`src/rtl/id_inst_buffer_if.sv`:
```
// Fetch/decode bundle for the ID-stage instruction buffer.
// Master drives fetch offers, pops and flush; slave is the buffer itself.
interface id_inst_buffer_if #(
  parameter int DEPTH  = 8,
  parameter int DATA_W = 64
) ();
  localparam int CW = $clog2(DEPTH) + 1;

  logic [1:0]        in_num;
  logic [DATA_W-1:0] in_data0;
  logic [DATA_W-1:0] in_data1;
  logic              in_ready;
  logic [1:0]        out_num;
  logic [DATA_W-1:0] out_data0;
  logic [DATA_W-1:0] out_data1;
  logic [1:0]        out_pop;
  logic              flush;
  logic              flush_keep_head;
  logic [CW-1:0]     count;
  logic              empty;
  logic              full;
  logic              overflow_err;

  modport master (
    output in_num, in_data0, in_data1, out_pop, flush, flush_keep_head,
    input  in_ready, out_num, out_data0, out_data1, count, empty, full, overflow_err
  );

  modport slave (
    input  in_num, in_data0, in_data1, out_pop, flush, flush_keep_head,
    output in_ready, out_num, out_data0, out_data1, count, empty, full, overflow_err
  );
endinterface

```
`src/rtl/id_inst_buffer.sv`:
```
// Dual-in / dual-out circular instruction buffer between fetch and decode,
// with branch/exception flush that can keep the delay-slot entry.
module id_inst_buffer #(
  parameter int DEPTH  = 8,
  parameter int DATA_W = 64
) (
  input  logic             clk,
  input  logic             rst,
  id_inst_buffer_if.slave  bus
);
  localparam int AW = $clog2(DEPTH);
  localparam int CW = AW + 1;
  localparam logic [CW-1:0] READY_MAX = CW'(DEPTH - 2);
  localparam logic [CW-1:0] FULL_CNT  = CW'(DEPTH);
  localparam logic [AW-1:0] ONE_A     = AW'(1);

  logic [DATA_W-1:0] mem_q [DEPTH];
  logic [AW-1:0]     rd_ptr_q, rd_ptr_d;
  logic [AW-1:0]     wr_ptr_q, wr_ptr_d;
  logic [CW-1:0]     count_q, count_d;
  logic              ovf_q, ovf_d;
  logic              we;

  logic              in_ready;
  logic [1:0]        out_num;
  logic [1:0]        push_n, push_e, pop_e;
  logic [AW-1:0]     pop_a, push_a, r_ptr;
  logic [CW-1:0]     pop_c, push_c;

  // Status depends on registered count only, so pops never open in_ready early.
  assign in_ready = (count_q <= READY_MAX);
  assign out_num  = (count_q >= CW'(2)) ? 2'd2 : count_q[1:0];

  assign push_n = (bus.in_num == 2'd3) ? 2'd2 : bus.in_num;
  assign push_e = in_ready ? push_n : 2'd0;
  assign pop_e  = (bus.out_pop > out_num) ? out_num : bus.out_pop;

  assign pop_a  = {{(AW-2){1'b0}}, pop_e};
  assign push_a = {{(AW-2){1'b0}}, push_e};
  assign pop_c  = {{(CW-2){1'b0}}, pop_e};
  assign push_c = {{(CW-2){1'b0}}, push_e};
  assign r_ptr  = rd_ptr_q + pop_a;

  always_comb begin
    rd_ptr_d = r_ptr;
    wr_ptr_d = wr_ptr_q;
    count_d  = count_q;
    ovf_d    = ovf_q;
    we       = 1'b0;
    if (bus.flush) begin
      if (bus.flush_keep_head && (count_q > pop_c)) begin
        wr_ptr_d = r_ptr + ONE_A;
        count_d  = CW'(1);
      end else begin
        wr_ptr_d = r_ptr;
        count_d  = '0;
      end
    end else begin
      wr_ptr_d = wr_ptr_q + push_a;
      count_d  = count_q + push_c - pop_c;
      we       = (push_e != 2'd0);
      if ((push_n != 2'd0) && !in_ready) ovf_d = 1'b1;
    end
  end

  always_ff @(posedge clk) begin
    if (!rst) begin
      rd_ptr_q <= '0;
      wr_ptr_q <= '0;
      count_q  <= '0;
      ovf_q    <= 1'b0;
    end else begin
      rd_ptr_q <= rd_ptr_d;
      wr_ptr_q <= wr_ptr_d;
      count_q  <= count_d;
      ovf_q    <= ovf_d;
    end
  end

  // Storage is not reset; pointers and count define which slots are live.
  always_ff @(posedge clk) begin
    if (rst && we) begin
      mem_q[wr_ptr_q] <= bus.in_data0;
      if (push_e == 2'd2) mem_q[wr_ptr_q + ONE_A] <= bus.in_data1;
    end
  end

  assign bus.in_ready     = in_ready;
  assign bus.out_num      = out_num;
  assign bus.out_data0    = (out_num != 2'd0) ? mem_q[rd_ptr_q] : '0;
  assign bus.out_data1    = (out_num == 2'd2) ? mem_q[rd_ptr_q + ONE_A] : '0;
  assign bus.count        = count_q;
  assign bus.empty        = (count_q == '0);
  assign bus.full         = (count_q == FULL_CNT);
  assign bus.overflow_err = ovf_q;
endmodule
```
`src/flat_wrapper.sv`:
```
// flat-port wrapper written by rule: the top's interface ports become plain ports
module id_inst_buffer_flat 
#(
  parameter int DEPTH  = 8,
  parameter int DATA_W = 64
)
  (clk, rst, bus_in_num, bus_in_data0, bus_in_data1, bus_out_pop, bus_flush, bus_flush_keep_head, bus_in_ready, bus_out_num, bus_out_data0, bus_out_data1, bus_count, bus_empty, bus_full, bus_overflow_err);
  id_inst_buffer_if #(.DEPTH(DEPTH), .DATA_W(DATA_W)) bus_i ();
  input  logic clk;
  input  logic rst;
  input wire logic [$bits(bus_i.in_num)-1:0] bus_in_num;
  input wire logic [$bits(bus_i.in_data0)-1:0] bus_in_data0;
  input wire logic [$bits(bus_i.in_data1)-1:0] bus_in_data1;
  input wire logic [$bits(bus_i.out_pop)-1:0] bus_out_pop;
  input wire logic [$bits(bus_i.flush)-1:0] bus_flush;
  input wire logic [$bits(bus_i.flush_keep_head)-1:0] bus_flush_keep_head;
  output wire logic [$bits(bus_i.in_ready)-1:0] bus_in_ready;
  output wire logic [$bits(bus_i.out_num)-1:0] bus_out_num;
  output wire logic [$bits(bus_i.out_data0)-1:0] bus_out_data0;
  output wire logic [$bits(bus_i.out_data1)-1:0] bus_out_data1;
  output wire logic [$bits(bus_i.count)-1:0] bus_count;
  output wire logic [$bits(bus_i.empty)-1:0] bus_empty;
  output wire logic [$bits(bus_i.full)-1:0] bus_full;
  output wire logic [$bits(bus_i.overflow_err)-1:0] bus_overflow_err;
  assign bus_i.in_num = bus_in_num;
  assign bus_i.in_data0 = bus_in_data0;
  assign bus_i.in_data1 = bus_in_data1;
  assign bus_i.out_pop = bus_out_pop;
  assign bus_i.flush = bus_flush;
  assign bus_i.flush_keep_head = bus_flush_keep_head;
  assign bus_in_ready = bus_i.in_ready;
  assign bus_out_num = bus_i.out_num;
  assign bus_out_data0 = bus_i.out_data0;
  assign bus_out_data1 = bus_i.out_data1;
  assign bus_count = bus_i.count;
  assign bus_empty = bus_i.empty;
  assign bus_full = bus_i.full;
  assign bus_overflow_err = bus_i.overflow_err;
  id_inst_buffer #(.DEPTH(DEPTH), .DATA_W(DATA_W)) u_core (.clk(clk), .rst(rst), .bus(bus_i));
endmodule
```
`config.mk`:
```
export PLATFORM = sky130hd
export DESIGN_NAME = id_inst_buffer_flat
export DESIGN_NICKNAME = d
export VERILOG_FILES = /design/src/rtl/id_inst_buffer_if.sv /design/src/rtl/id_inst_buffer.sv /design/src/flat_wrapper.sv
export SDC_FILE = /design/constraint.sdc
export NUM_CORES = 1
export LEC_CHECK = 0
export BUFFER_PORTS_ARGS = -buffer_cell sky130_fd_sc_hd__buf_4
export CORE_ASPECT_RATIO = 0.6
export CORE_UTILIZATION = 65
export CTS_CLUSTER_SIZE = 12
export DETAILED_ROUTE_END_ITERATION = 6
export PLACE_DENSITY = 0.91
export SLEW_MARGIN = 20
export SYNTH_ARGS = -nofsm -noshare
export SYNTH_HDL_FRONTEND = slang
export SYNTH_SLANG_ARGS = --single-unit
```
`constraint.sdc`:
```
create_clock -name clk -period 13.7 [get_ports clk]
set_input_delay 1.37 -clock clk [delete_from_list [all_inputs] [get_ports clk]]
set_output_delay 1.37 -clock clk [all_outputs]
set_load 0.01 [all_outputs]
```
Word-level counts from Yosys, hierarchy flattened --
Memories as Yosys holds them, arrays and structs flattened. A register that Yosys moved wholly into a read port is not among the register bits. Cells that the tools add are included.
Word-level totals: flip-flop bits (word level) 11, latch bits 0, memory bits (writable) 512, bits in read-only memories 0, bits of input ports 136, output and inout port bits 138, word-level logic and storage cells 47, memories 1
Memories:
- u_core.mem_q | depth 8, bits a word 64, read ports 2, clocked after Yosys merged registers in 1, write ports 2, RTL line id_inst_buffer.sv:17 | logic [DATA_W-1:0] mem_q [DEPTH];
Operators by class: add/sub/neg operators 7, $mul 0, div/mod/pow operators 0, $lt $le $gt $ge 4, equal/unequal tests 4, shifts and indexed selects 0, mux-type cells 17, bitwise gates (word level) 1, reductions and logical operators 9
Operators by type and width (count):
- $mux 64 | 2
- $add 3x1->3 const B | 3
- $mux 3 | 3
- $mux 2 | 4
- $mux 1 | 7
- $add 3x2->3 | 2
- $eq 2x2->1 const B | 3
- $reduce_bool 2->1 | 3
- $add 4x2->4 | 1
- $eq 4x4->1 const B | 1
- $ge 4x2->1 const B | 1
- $gt 4x2->1 | 1
- $le 4x3->1 const B | 1
- $logic_not 4->1 | 1
- $mux 4 | 1
- $sub 4x2->4 | 1
- $logic_and 1x1->1 | 3
- $gt 2x2->1 | 1
- $reduce_and 2->1 | 1
- $logic_not 1->1 | 1
- $not 1->1 | 1

Longest topological paths before layout --
depth after elaboration 8, gate-level depth with buffers 16, gate-level depth less buffers 16

Worst setup path before layout --
OpenSTA, ideal clock, no wires.
kind input port to flip-flop, from input port bus_flush, to memory u_core.mem_q[7][0], enable pin, library setup time 0.574 ns, data arrival time 6.640 ns, data required time 13.126 ns, slack 6.485 ns, stages on the path 6, path buffers 2, cells stage by stage buf_2 > nand2b_1 > buf_2 > nor2_1 > nand3_1 > o21ai_0
RTL lines:
- start: declaration | RTL line flat_wrapper.sv:15 | input wire logic [$bits(bus_i.flush)-1:0] bus_flush;
- end: declaration | RTL line id_inst_buffer.sv:17

Worst setup path after layout --
from register u_core.rd_ptr_q[0], to output port bus_out_data1[23]
On the way: cells in the longest elaborated chain, start to end 3
Ends and longest elaborated chain:
- start: declaration | RTL line id_inst_buffer.sv:18 | logic [AW-1:0] rd_ptr_q, rd_ptr_d;
- start signal: assignment | RTL line id_inst_buffer.sv:73 | rd_ptr_q <= rd_ptr_d;
- $add 3x1->3 | RTL line id_inst_buffer.sv:91 | assign bus.out_data1 = (out_num == 2'd2) ? mem_q[rd_ptr_q + ONE_A] : '0;
- $mem_v2 8x64
- $mux 64 | RTL line id_inst_buffer.sv:91
- end: declaration | RTL line flat_wrapper.sv:20 | output wire logic [$bits(bus_i.out_data1)-1:0] bus_out_data1;
No other way between the ends.

==> flow_metrics.tcl <==
set metrics [dict create \
    hp-class "register to register" \
    cts_sinks 523 \
    path_clk_slew_ns 0.07 \
    cts_setup_buffers 0 \
    share_comb_of_total_power 0.493 \
    die_w_um 281 \
    p_clk_frac 0.197 \
    post-route-drc-count 0 \
    syn_inst 1877 \
    postSynthAreaPerCell_sq_um 16.2 \
    startpoint_type "register" \
    drv_cap 0 \
    p_int_mw 4.08 \
    initial_core_util 0.668 \
    rows 60 \
    die_y_um 169 \
    num_vias 19900 \
    synthArstFlopShare 0 \
    crit_path_top_delay_cell "buf_4" \
    max_freq_mhz 174 \
    drt_wl_total_um 85200 \
    fin_crit_sh 0.419 \
    cpMostUsedCell "buf_4" \
    setup_viol 0 \
    hold_violations 0 \
    netlist_area_sq_mm 0.0304 \
    place_congestion 0.859 \
    syn_nets 2033 \
    ctsLongestPathBuffers 3 \
    status "completed" \
    final_common_cell "edfxtp_1" \
    grt_pass1_vias 20200 \
    ys.flop_type "edfxtp_1" \
    ioPinCount 274 \
    grt_max_degree 133 \
    vias_per_cell 7.28 \
    cts_resized 0 \
    power.ir.vdd_worst_uv 272 \
    drv_slew 0 \
    grt_pass1_wl_um 127000 \
    critPathTopFamily "buffers and inverters" \
    critPathMaxStageDelay_ns 0.97 \
    drt-initial-drc-count 2801 \
    clock_latency_ns 0.58 \
    p_leak_nw 11.5 \
    critical_path_required_ns 12.33 \
    num-nets-final 2244 \
    synth-edff-count 512 \
    syn2layout_area_growth_pct 13.3 \
    htreeDepth 2 \
    dp_hpwl_um 47300 \
    die-area_sq_mm 0.0476 \
    yosysWarnings 0 \
    worstPathCellList "ha_4 -> buf_4 -> mux4_2 -> nand2_1 -> a21oi_1 -> buf_4" \
    timing.setup.tns_ns 0 \
    wl_per_cell_um 31.2 \
    crit_buf_inv 2 \
    grtUsageTotal 0.362 \
    critical_path_class "register to output port" \
    cts_hold_buf 0 \
    end_kind "output port" \
    slew_headroom 0.231 \
    worst_pin_slew_ns 1.15 \
    p_sw_mw 2.44 \
    port_buffers 273 \
    min_period_ns 5.74 \
    first_pass_iters 5 \
    cts-buffers-inserted 51 \
    seq_area_frac_synth 0.513 \
    worst_ep_arrival_time_ns 4.37 \
    antenna_left 0 \
    p_seq_frac 0.310 \
    ys_types 46 \
    powerDensity_mw_per_mm2 189 \
    antenna_found_initial 9 \
    core_area_sq_mm 0.0455 \
    final_cell_mix "edfxtp_1 (512), mux2_2 (464), buf_4 (304), mux4_2 (256), nand2_1 (132)" \
    rsz0062_at_grt "no" \
    drive_gt1_frac 0.525 \
    sw_frac_of_total 0.374 \
    ys_seq_elements 523 \
    clockRootBuffer "clkbuf_16" \
    overflow 0 \
    cts_tree "built" \
    fin_worst_skew_ns 0.0181 \
    whs_ns 0.466 \
    worstPathMaxFanout 66 \
]
cell usage after synthesis, types with 2 or more instances:
cell type | instances | area [sq um]
edfxtp_1 | 512 | 15400
mux2_2 | 464 | 5230
mux4_2 | 256 | 5770
nand2_1 | 134 | 503
nor2_1 | 78 | 293
a21oi_1 | 67 | 335
mux2i_1 | 65 | 651
clkbuf_1 | 63 | 236
buf_2 | 54 | 270
mux2_1 | 49 | 552
inv_1 | 18 | 67.6
buf_1 | 16 | 60.1
ha_1 | 16 | 200
buf_4 | 11 | 82.6
dfxtp_1 | 11 | 220
nand3_1 | 6 | 30.0
buf_8 | 5 | 75.1
o21ai_0 | 5 | 25.0
xnor2_1 | 5 | 43.8
fa_1 | 4 | 80.1
xor2_1 | 4 | 35.0
and2_1 | 3 | 18.8
nand2b_1 | 3 | 18.8
o21bai_1 | 3 | 22.5
nand4_1 | 2 | 12.5
nor4_1 | 2 | 12.5
o22ai_1 | 2 | 12.5
cells by family after synthesis:
logic type	after synthesis	synth area share
mux	834	0.401
compound gates	84	0.0149
xor+xnor	9	0.00259
simple gates	239	0.0324
fa+ha+maj	20	0.00922
buf+inv	168	0.0264
flops	523	0.513
final timing paths:
path         depth (start not counted)                                    to  slack (ns)                                  from
max                                  6                     bus_out_data1[23]        7.96         u_core.rd_ptr_q[0]$_SDFF_PN0_
min                                  1  u_core.bus.overflow_err$_SDFFE_PN0P_        0.47  u_core.bus.overflow_err$_SDFFE_PN0P_
max reg2reg                         13         u_core.wr_ptr_q[2]$_SDFF_PN0_        9.31        u_core.bus.count[2]$_SDFF_PP0_
min reg2reg                          1  u_core.bus.overflow_err$_SDFFE_PN0P_        0.47  u_core.bus.overflow_err$_SDFFE_PN0P_
final cells by class:
class | count | area (sq um)
inverter | 18 | 67.6
clock buffer | 68 | 1380
multi-input combinational | 1186 | 14200
clock inverter | 7 | 26.3
fill | 2607 | 11100
tap | 620 | 776
timing repair buffer | 308 | 2380
sequential | 523 | 15600
antenna | 5 | 12.5
state kept, by name (all words and copies together) (netlist names):
| register | cells |
|---|---|
| u_core.bus.count | 4 |
| u_core.bus.overflow_err | 1 |
| u_core.mem_q | 512 |
| u_core.rd_ptr_q | 3 |
| u_core.wr_ptr_q | 3 |
metrics by stage:
stage / power [mW] / utilization / cells / instance area, sq um / worst slack, ns
after floorplan: 4.01 / - / 1877 / 30400 / 6.49
after global placement: 5.12 / 0.724 / 2653 / 33000 / 8.41
after detailed placement: 5.20 / 0.725 / 2654 / 33000 / 8.35
after CTS: 6.48 / 0.756 / 2729 / 34400 / 7.72
after global routing: 6.76 / 0.757 / 2733 / 34400 / 7.83
final: 6.52 / 0.757 / 2735 / 34400 / 7.96
power by group through the flow:
| stage | clock (mW) | sequential (mW) | combinational, mW |
|---|---|---|---|
| 6_report | 1.29 | 2.02 | 3.21 |
| 3_5_place_dp | 0 | 2.07 | 3.13 |
| 2_1_floorplan | 0 | 1.99 | 2.02 |
| 3_3_place_gp | 0 | 2.06 | 3.06 |
| 5_1_grt | 1.34 | 2.03 | 3.38 |
| 4_1_cts | 1.28 | 2.04 | 3.16 |
metal layers:
| metal | GRT usage | routed length, um | vias up |
|---|---|---|---|
| met5 | 0 | 27 | - |
| met4 | 0.122 | 2640 | 4 |
| met3 | 0.0881 | 9900 | 228 |
| met2 | 0.580 | 41000 | 1535 |
| met1 | 0.492 | 31600 | 10200 |
| li1 | - | - | 7994 |
Note: power is estimated with default switching activity, not from simulation.
